**src/rtl/if_stage_pkg.sv**
```systemverilog
// Shared constants, FSM encoding and buffer type for the instruction-fetch stage.
// Optional misaligned-PC trap is enabled by defining IF_ADEL_CHECK_EN.
package if_stage_pkg;

    localparam logic [31:0] PC_INIT    = 32'hBFC0_0000;
    localparam logic [31:0] ZERO_WORD  = 32'h0000_0000;
    localparam logic        RST_ENABLE = 1'b0;

    localparam int          STALL_BUS  = 2;
    localparam logic        STOP       = 1'b1;
    localparam logic        NOSTOP     = 1'b0;

    localparam int                    EXC_CODE_BUS = 5;
    localparam logic [EXC_CODE_BUS-1:0] EXC_NONE   = 5'h1f;
    localparam logic [EXC_CODE_BUS-1:0] EXC_ADEL   = 5'h04;

    typedef enum logic [1:0] {
        IF_REQ  = 2'd0,
        IF_DATA = 2'd1,
        IF_HOLD = 2'd2
    } if_state_e;

    typedef struct packed {
        logic [31:0]             inst;
        logic [EXC_CODE_BUS-1:0] exc;
        logic                    valid;
    } if_hold_t;

    function automatic logic [31:0] seq_pc(input logic [31:0] pc);
        return pc + 32'd4;
    endfunction

endpackage

```
**src/rtl/pc_next_sel.sv**
```systemverilog
// Next fetch-PC priority mux: exception flush, then ID redirect, then sequential.
module pc_next_sel
    import if_stage_pkg::*;
(
    input  logic [31:0] pc,
    input  logic        flush,
    input  logic [31:0] cp0_excaddr,
    input  logic        id_jump_en,
    input  logic [31:0] id_jump_addr,
    output logic [31:0] pc_next,
    output logic        redirect
);

    always_comb begin
        pc_next = seq_pc(pc);
        if (flush)
            pc_next = cp0_excaddr;
        else if (id_jump_en)
            pc_next = id_jump_addr;
    end

    assign redirect = flush | id_jump_en;

endmodule

```
**src/rtl/if_stage.sv**
```systemverilog
// Instruction-fetch stage: REQ -> DATA -> HOLD handshake with instruction memory.
// Define IF_ADEL_CHECK_EN to trap misaligned PCs with EXC_ADEL instead of fetching.
module if_stage
    import if_stage_pkg::*;
(
    input  logic                    cpu_clk_50M,
    input  logic                    cpu_rst_n,
    input  logic [STALL_BUS-1:0]    stall,
    input  logic                    flush,
    input  logic [31:0]             cp0_excaddr,
    input  logic                    id_jump_en,
    input  logic [31:0]             id_jump_addr,
    output logic                    inst_req,
    output logic [31:0]             inst_addr,
    input  logic                    inst_addr_ok,
    input  logic                    inst_data_ok,
    input  logic [31:0]             inst_rdata,
    output logic [31:0]             if_pc,
    output logic [31:0]             if_pc_plus_4,
    output logic [31:0]             if_inst,
    output logic [EXC_CODE_BUS-1:0] if_exccode,
    output logic                    stallreq_if
);

    if_state_e   state, state_nx;
    logic [31:0] pc, pc_nx, npc;
    logic        discard, discard_nx;
    if_hold_t    hold_q, hold_nx;
    logic        redirect, adel, req_raw, consume;

    pc_next_sel u_pc_next_sel (
        .pc           (pc),
        .flush        (flush),
        .cp0_excaddr  (cp0_excaddr),
        .id_jump_en   (id_jump_en),
        .id_jump_addr (id_jump_addr),
        .pc_next      (npc),
        .redirect     (redirect)
    );

`ifdef IF_ADEL_CHECK_EN
    assign adel = (pc[1:0] != 2'b00);
`else
    assign adel = 1'b0;
`endif

    // Leaving HOLD also waits on stall[1]: the held word must not be replaced
    // while the IF/ID register has not latched it.
    assign consume = (stall[0] == NOSTOP) && (stall[1] == NOSTOP);

    always_comb begin
        state_nx   = state;
        pc_nx      = pc;
        discard_nx = discard;
        hold_nx    = hold_q;
        req_raw    = 1'b0;
        case (state)
            IF_REQ: begin
                req_raw = !adel;
                if (redirect) begin
                    pc_nx = npc;
                    // address already accepted: its response must be dropped
                    if (inst_addr_ok && !adel) begin
                        state_nx   = IF_DATA;
                        discard_nx = 1'b1;
                    end
                end else if (adel) begin
                    state_nx = IF_HOLD;
                    hold_nx  = '{inst: ZERO_WORD, exc: EXC_ADEL, valid: 1'b1};
                end else if (inst_addr_ok) begin
                    state_nx = IF_DATA;
                end
            end
            IF_DATA: begin
                if (redirect) begin
                    pc_nx      = npc;
                    discard_nx = 1'b1;
                end
                if (inst_data_ok) begin
                    discard_nx = 1'b0;
                    if (discard || redirect) begin
                        state_nx = IF_REQ;
                    end else begin
                        state_nx = IF_HOLD;
                        hold_nx  = '{inst: inst_rdata, exc: EXC_NONE, valid: 1'b1};
                    end
                end
            end
            IF_HOLD: begin
                if (flush || consume) begin
                    pc_nx         = npc;
                    state_nx      = IF_REQ;
                    hold_nx.valid = 1'b0;
                end
            end
            default: state_nx = IF_REQ;
        endcase
    end

    always_ff @(posedge cpu_clk_50M) begin
        if (cpu_rst_n == RST_ENABLE) begin
            state   <= IF_REQ;
            pc      <= PC_INIT;
            discard <= 1'b0;
            hold_q  <= '{inst: ZERO_WORD, exc: EXC_NONE, valid: 1'b0};
        end else begin
            state   <= state_nx;
            pc      <= pc_nx;
            discard <= discard_nx;
            hold_q  <= hold_nx;
        end
    end

    assign inst_req     = (cpu_rst_n != RST_ENABLE) && req_raw;
    assign inst_addr    = pc;
    assign if_pc        = pc;
    assign if_pc_plus_4 = hold_q.valid ? seq_pc(pc) : ZERO_WORD;
    assign if_inst      = hold_q.valid ? hold_q.inst : ZERO_WORD;
    assign if_exccode   = hold_q.valid ? hold_q.exc : EXC_NONE;
    assign stallreq_if  = (state != IF_HOLD);

endmodule

```
**config.mk**
```make
export PLATFORM = sky130hd
export DESIGN_NAME = if_stage
export DESIGN_NICKNAME = d
export VERILOG_FILES = /design/src/rtl/if_stage_pkg.sv /design/src/rtl/pc_next_sel.sv /design/src/rtl/if_stage.sv
export SDC_FILE = /design/constraint.sdc
export NUM_CORES = 1
export LEC_CHECK = 0
export CAP_MARGIN = 20
export CORE_MARGIN = 4
export CORE_UTILIZATION = 37
export DETAILED_ROUTE_END_ITERATION = 10
export GPL_TIMING_DRIVEN = 0
export PLACE_DENSITY_LB_ADDON = 0.3
export RECOVER_POWER = 100
export SLEW_MARGIN = 20
export SYNTH_ARGS = -nofsm -noshare
export SYNTH_HDL_FRONTEND = slang
export SYNTH_HIERARCHICAL = 1
export SYNTH_SLANG_ARGS = --single-unit
```
**constraint.sdc**
```tcl
create_clock -name cpu_clk_50M -period 2.15 [get_ports cpu_clk_50M]
set_clock_uncertainty 0.1 [all_clocks]
set_input_delay 0.43 -clock cpu_clk_50M [delete_from_list [all_inputs] [get_ports cpu_clk_50M]]
set_output_delay 0.43 -clock cpu_clk_50M [all_outputs]
set_load 0.05 [all_outputs]
```
## After elaboration in Yosys (flattened, before gate mapping)

Index checks and enable logic that the tools add are counted.

- Flip-flop bits (word level): 68
- Input bits: 104
- Output and inout port bits: 135
- Word-level logic and storage cells: 56

- $add $sub $neg: 1
- Equal/unequal tests: 10
- Muxes and demuxes: 22
- Bitwise logic cells: 4
- Reduce and logical (&&, ||, !) cells: 14

Operators by type and width:

| operator | count |
|---|---|
| $mux 32 | 6 |
| $pmux 32 s2 | 1 |
| $add 32x3->32 const B | 1 |
| $ne 2x2->1 const B | 6 |
| $reduce_and 3->1 | 3 |
| $mux 1 | 8 |
| $mux 2 | 4 |
| $reduce_and 4->1 | 2 |
| $pmux 2 s3 | 1 |
| $reduce_bool 2->1 | 3 |
| $pmux 1 s2 | 2 |
| $ne 3x3->1 const B | 1 |
| $not 1->1 | 3 |
| $eq 2x1->1 const B | 1 |
| $eq 2x2->1 const B | 1 |
| $logic_and 1x1->1 | 2 |
| $logic_not 2->1 | 1 |
| $logic_or 1x1->1 | 2 |
| $ne 2x1->1 const B | 1 |
| $reduce_or 2->1 | 1 |
| $or 1x1->1 | 1 |

## Logic depth before layout (Yosys ltp)

- Depth after elaboration: 5
- Mapped depth: 8
- Depth with buffers taken out: 8

## Cells and area by module

The synthesis kept the hierarchy.

By module, submodules not included:

| module | instances | cells an instance | area each (sq um) | sequential area each (sq um) |
|---|---|---|---|---|
| if_stage | 1 | 470 | 3686.0 | 1361.3 |
| pc_next_sel | 1 | 176 | 1108.6 | 0.0 |

## Worst setup path before layout

Ideal clock, no wire load.

- Path type: register to output
- From: register pc[2] (netlist: if_pc[2])
- To: output if_pc_plus_4[20]
- Arrival: 2.800 ns
- Required time: 1.620 ns
- Slack: -1.180 ns
- Stages on the path, launching flop included: 8
- Path buffers: 2
- Path through: dfxtp_1 ha_1 and3_1 buf_2 nand2_4 buf_6 or4_1 a21oi_1

- Cells in the longest elaborated chain, start to end: 2

RTL lines:

| element | RTL line | RTL |
|---|---|---|
| from (decl) | if_stage.sv:26 | `logic [31:0] pc, pc_nx, npc;` |
| from (signal assigned) | if_stage.sv:108 | `pc <= pc_nx;` |
| $add 32x3->32 | if_stage_pkg.sv:30 | `return pc + 32'd4;` |
| $mux 32 | if_stage.sv:117 | `assign if_pc_plus_4 = hold_q.valid ? seq_pc(pc) : ZERO_WORD;` |
| to (decl) | if_stage.sv:19 | `output logic [31:0] if_pc_plus_4,` |

Every way passes these cells.

## Worst setup path after layout

- From: register pc[13] (netlist: if_pc[13])
- To: output if_pc_plus_4[24]

Same word-level chain as after synthesis.

==> flow_metrics.tcl <==
set metrics [dict create \
    status "finished, violations left" \
    violations "negative setup slack" \
    cp_max_fo 4 \
    clock_path_buffers 2 \
    final_cells 1140 \
    htree_levels 3 \
    drt_iter0_drc 368 \
    report.final.slew_viol_count 0 \
    cap_violations 0 \
    p_leak_nw 3.64 \
    ys_seq_area_frac 0.284 \
    critical_path_class "flop to output pin" \
    ios 239 \
    placed_cells 1055 \
    place.gp.congestion 0.848 \
    first_pass_iters 5 \
    drive_gt1_frac 0.326 \
    period_share 1.24 \
    async_flop_share 0 \
    hold_class "flop to flop" \
    gr-usage-all-layers 0.244 \
    regToRegSetupSlack_ns 0 \
    design_area_sq_um 8630 \
    totalWireLength_um 19200 \
    cts_sinks 68 \
    p_sw_frac 0.340 \
    timing.final.ws_setup_ns -0.508 \
    max_freq_mhz 376 \
    cts-root-buf "clkbuf_16" \
    synth-main-ff-cell "dfxtp_1" \
    combPwrFrac 0.328 \
    regArea_sq_um 1460 \
    multiInputGateArea_sq_um 3420 \
    worst_pin_slew_ns 0.624 \
    overflow 0 \
    die_y_um 122 \
    fillers 1076 \
    p_switching_mw 1.50 \
    clk_latency_ns 0.33 \
    rows 41 \
    p_per_area_nw_per_um2 510 \
    cts_tree "done" \
    core_sq_um 12700 \
    setup_viol 26 \
    grt_pass1_wl_um 28900 \
    ant_nets 0 \
    die_x_um 122 \
    dieArea_sq_um 14800 \
    avgViaCountPerCell 5.14 \
    antenna_found_initial 1 \
    rsz0062_at_grt "true" \
    slew_headroom 0.584 \
    cp-end-kind "output pin" \
    synth-edff-count 0 \
    grt_pass1_vias 5597 \
    area_growth_pct 80.1 \
    yosysWarnings 6 \
    start_util 0.378 \
    fin_crit_ns 2.66 \
    synthesis.area_sq_um 4790 \
    layout.nets 1068 \
    crit_arrival_ns 2.13 \
    num_vias 5860 \
    grt_max_degree 15 \
    syn_inst 646 \
    cts_buffers 9 \
    place_area_sq_um 7760 \
    yosysUniqueCellTypes 47 \
    ir_drop_mv 0.355 \
    drcViolationCount 0 \
    p_clk_frac 0.355 \
    hpwl_um 13200 \
    io_buffers 233 \
    finalHoldViolCount 0 \
    path_clk_slew_ns 0.06 \
    start_kind "flop" \
    wl_per_cell_um 16.8 \
    yosys_register_bits 68 \
    avgSynthCellArea_sq_um 7.42 \
    cellInternalPower_mw 2.91 \
    required_ns 1.62 \
    seq_power_share 0.317 \
]
==> through the flow <==
step,util,power [mW],hold slack (ns),worst slack (ns),setup TNS (ns)
after floorplan,-,2.26,0.332,-0.301,-3.11
after global placement,0.612,2.77,0.337,-1.20,-104.43
after detailed placement,0.612,2.78,0.342,-1.20,-104.44
after CTS,0.666,4.39,0.350,-0.494,-6.86
after global routing,0.681,4.60,0.366,-0.531,-10.82
final,0.681,4.40,0.350,-0.508,-7.09
==> registers in the layout (all words and copies together), names as in the netlist <==
register and count:
discard 1, hold_q 33, if_pc 32, state 2
==> power groups by stage <==
stage                     registers (mW)  clock network, mW  logic (mW)
after global routing                1.40               1.66        1.53
after floorplan                     1.64                  0       0.626
after global placement              1.51                  0        1.26
final                               1.39               1.56        1.45
after CTS                           1.40               1.59        1.40
after detailed placement            1.51                  0        1.27
==> what timing repair did <==
item | 4_1_cts | 5_1_grt
pin swaps | 13 | 12
hold buffers | 0 | 0
resized for setup | 452 | 82
gates cloned | 1 | 0
setup buffers | 50 | 19
setup endpoints to repair | 168 | 136
==> layer usage <==
metal	routed length, um	vias up	GRT usage	part of all wire
li1	-	2852	-	-
met1	7570	2698	0.287	0.39
met2	9310	274	0.423	0.49
met3	1850	36	0.0715	0.096
met4	430	0	0.0826	0.022
met5	0	-	0	0
==> final timing paths <==
| kind | startpoint | endpoint | cells past startpoint |
|---|---|---|---|
| max | if_pc[13]$_SDFFE_PN0P_ | if_pc_plus_4[24] | 6 |
| min | hold_q[7]$_SDFFE_PN0P_ | hold_q[7]$_SDFFE_PN0P_ | 2 |
| min reg2reg | hold_q[7]$_SDFFE_PN0P_ | hold_q[7]$_SDFFE_PN0P_ | 2 |
| max reg2reg | if_pc[9]$_SDFFE_PN0P_ | if_pc[17]$_SDFFE_PN0P_ | 9 |
==> Yosys cell counts, types with 2 or more instances <==
cell	count	area, sq um
o21ai_0	24	120
nor2b_1	6	37.5
nand3_2	2	20.0
ha_1	2	25.0
and2_1	40	250
or3_1	5	31.3
o31ai_1	13	97.6
and3_1	8	50.1
inv_1	8	30.0
nand2b_1	2	12.5
nand2_1	102	383
nand3_1	27	135
or4_1	11	82.6
a22oi_1	12	90.1
mux2i_1	40	400
nand4_1	17	106
o22ai_1	6	37.5
clkbuf_1	28	105
buf_2	7	35.0
nor4_1	3	18.8
and4_1	7	61.3
dfxtp_1	68	1360
nor2_1	48	180
nor3_1	4	20.0
a21oi_1	60	300
buf_4	37	278
xnor2_1	10	87.6
buf_1	2	7.51
xor2_1	28	245
buf_6	2	22.5
==> cell usage in the layout (no fill, tap or decap), types with 8 or more instances in the layout <==
cell,netlist,routed
clkbuf_1,28,19
nand2_1,102,101
nand3_1,27,24
xor2_1,28,27
a21oi_4,0,14
nand4_1,17,17
a22oi_1,12,12
a21oi_1,60,45
nor2_1,48,36
buf_6,2,31
dfxtp_4,0,26
clkdlybuf4s50_1,0,102
dlygate4sd2_1,0,53
or4_4,0,11
clkbuf_16,0,10
clkbuf_4,0,13
buf_4,37,100
buf_2,7,27
and2_1,40,40
nor2_2,0,10
mux2i_1,40,39
dfxtp_1,68,41
xnor2_1,10,9
clkbuf_2,0,16
o21ai_0,24,20
inv_1,8,8
==> cell families after synthesis <==
| kind of cell | Yosys count | synth area share |
|---|---|---|
| compound gates | 122 | 0.147 |
| xor+xnor | 38 | 0.0694 |
| fa+ha+maj | 2 | 0.00522 |
| buf+inv | 85 | 0.100 |
| flops | 68 | 0.284 |
| mux | 41 | 0.0859 |
| other cells | 1 | 0.000782 |
| simple gates | 289 | 0.307 |
==> layout make-up <==
cell class,count,area share
tap,172,0.0249
antenna,1,0.000290
clock buffer,11,0.0306
clock inverter,5,0.00623
inverter,9,0.00391
buffer,74,0.0590
timing repair buffer,303,0.310
sequential,68,0.169
multi-input combinational,497,0.396
==> critical path, stage by stage (launching register included) <==
cell     delay [ns]
dfxtp_4        0.34
and4_4         0.27
nand4_1        0.18
buf_4          0.20
or4_4          0.49
a21oi_4        0.15
buf_6          0.17
(Power assumes the default switching activity.)
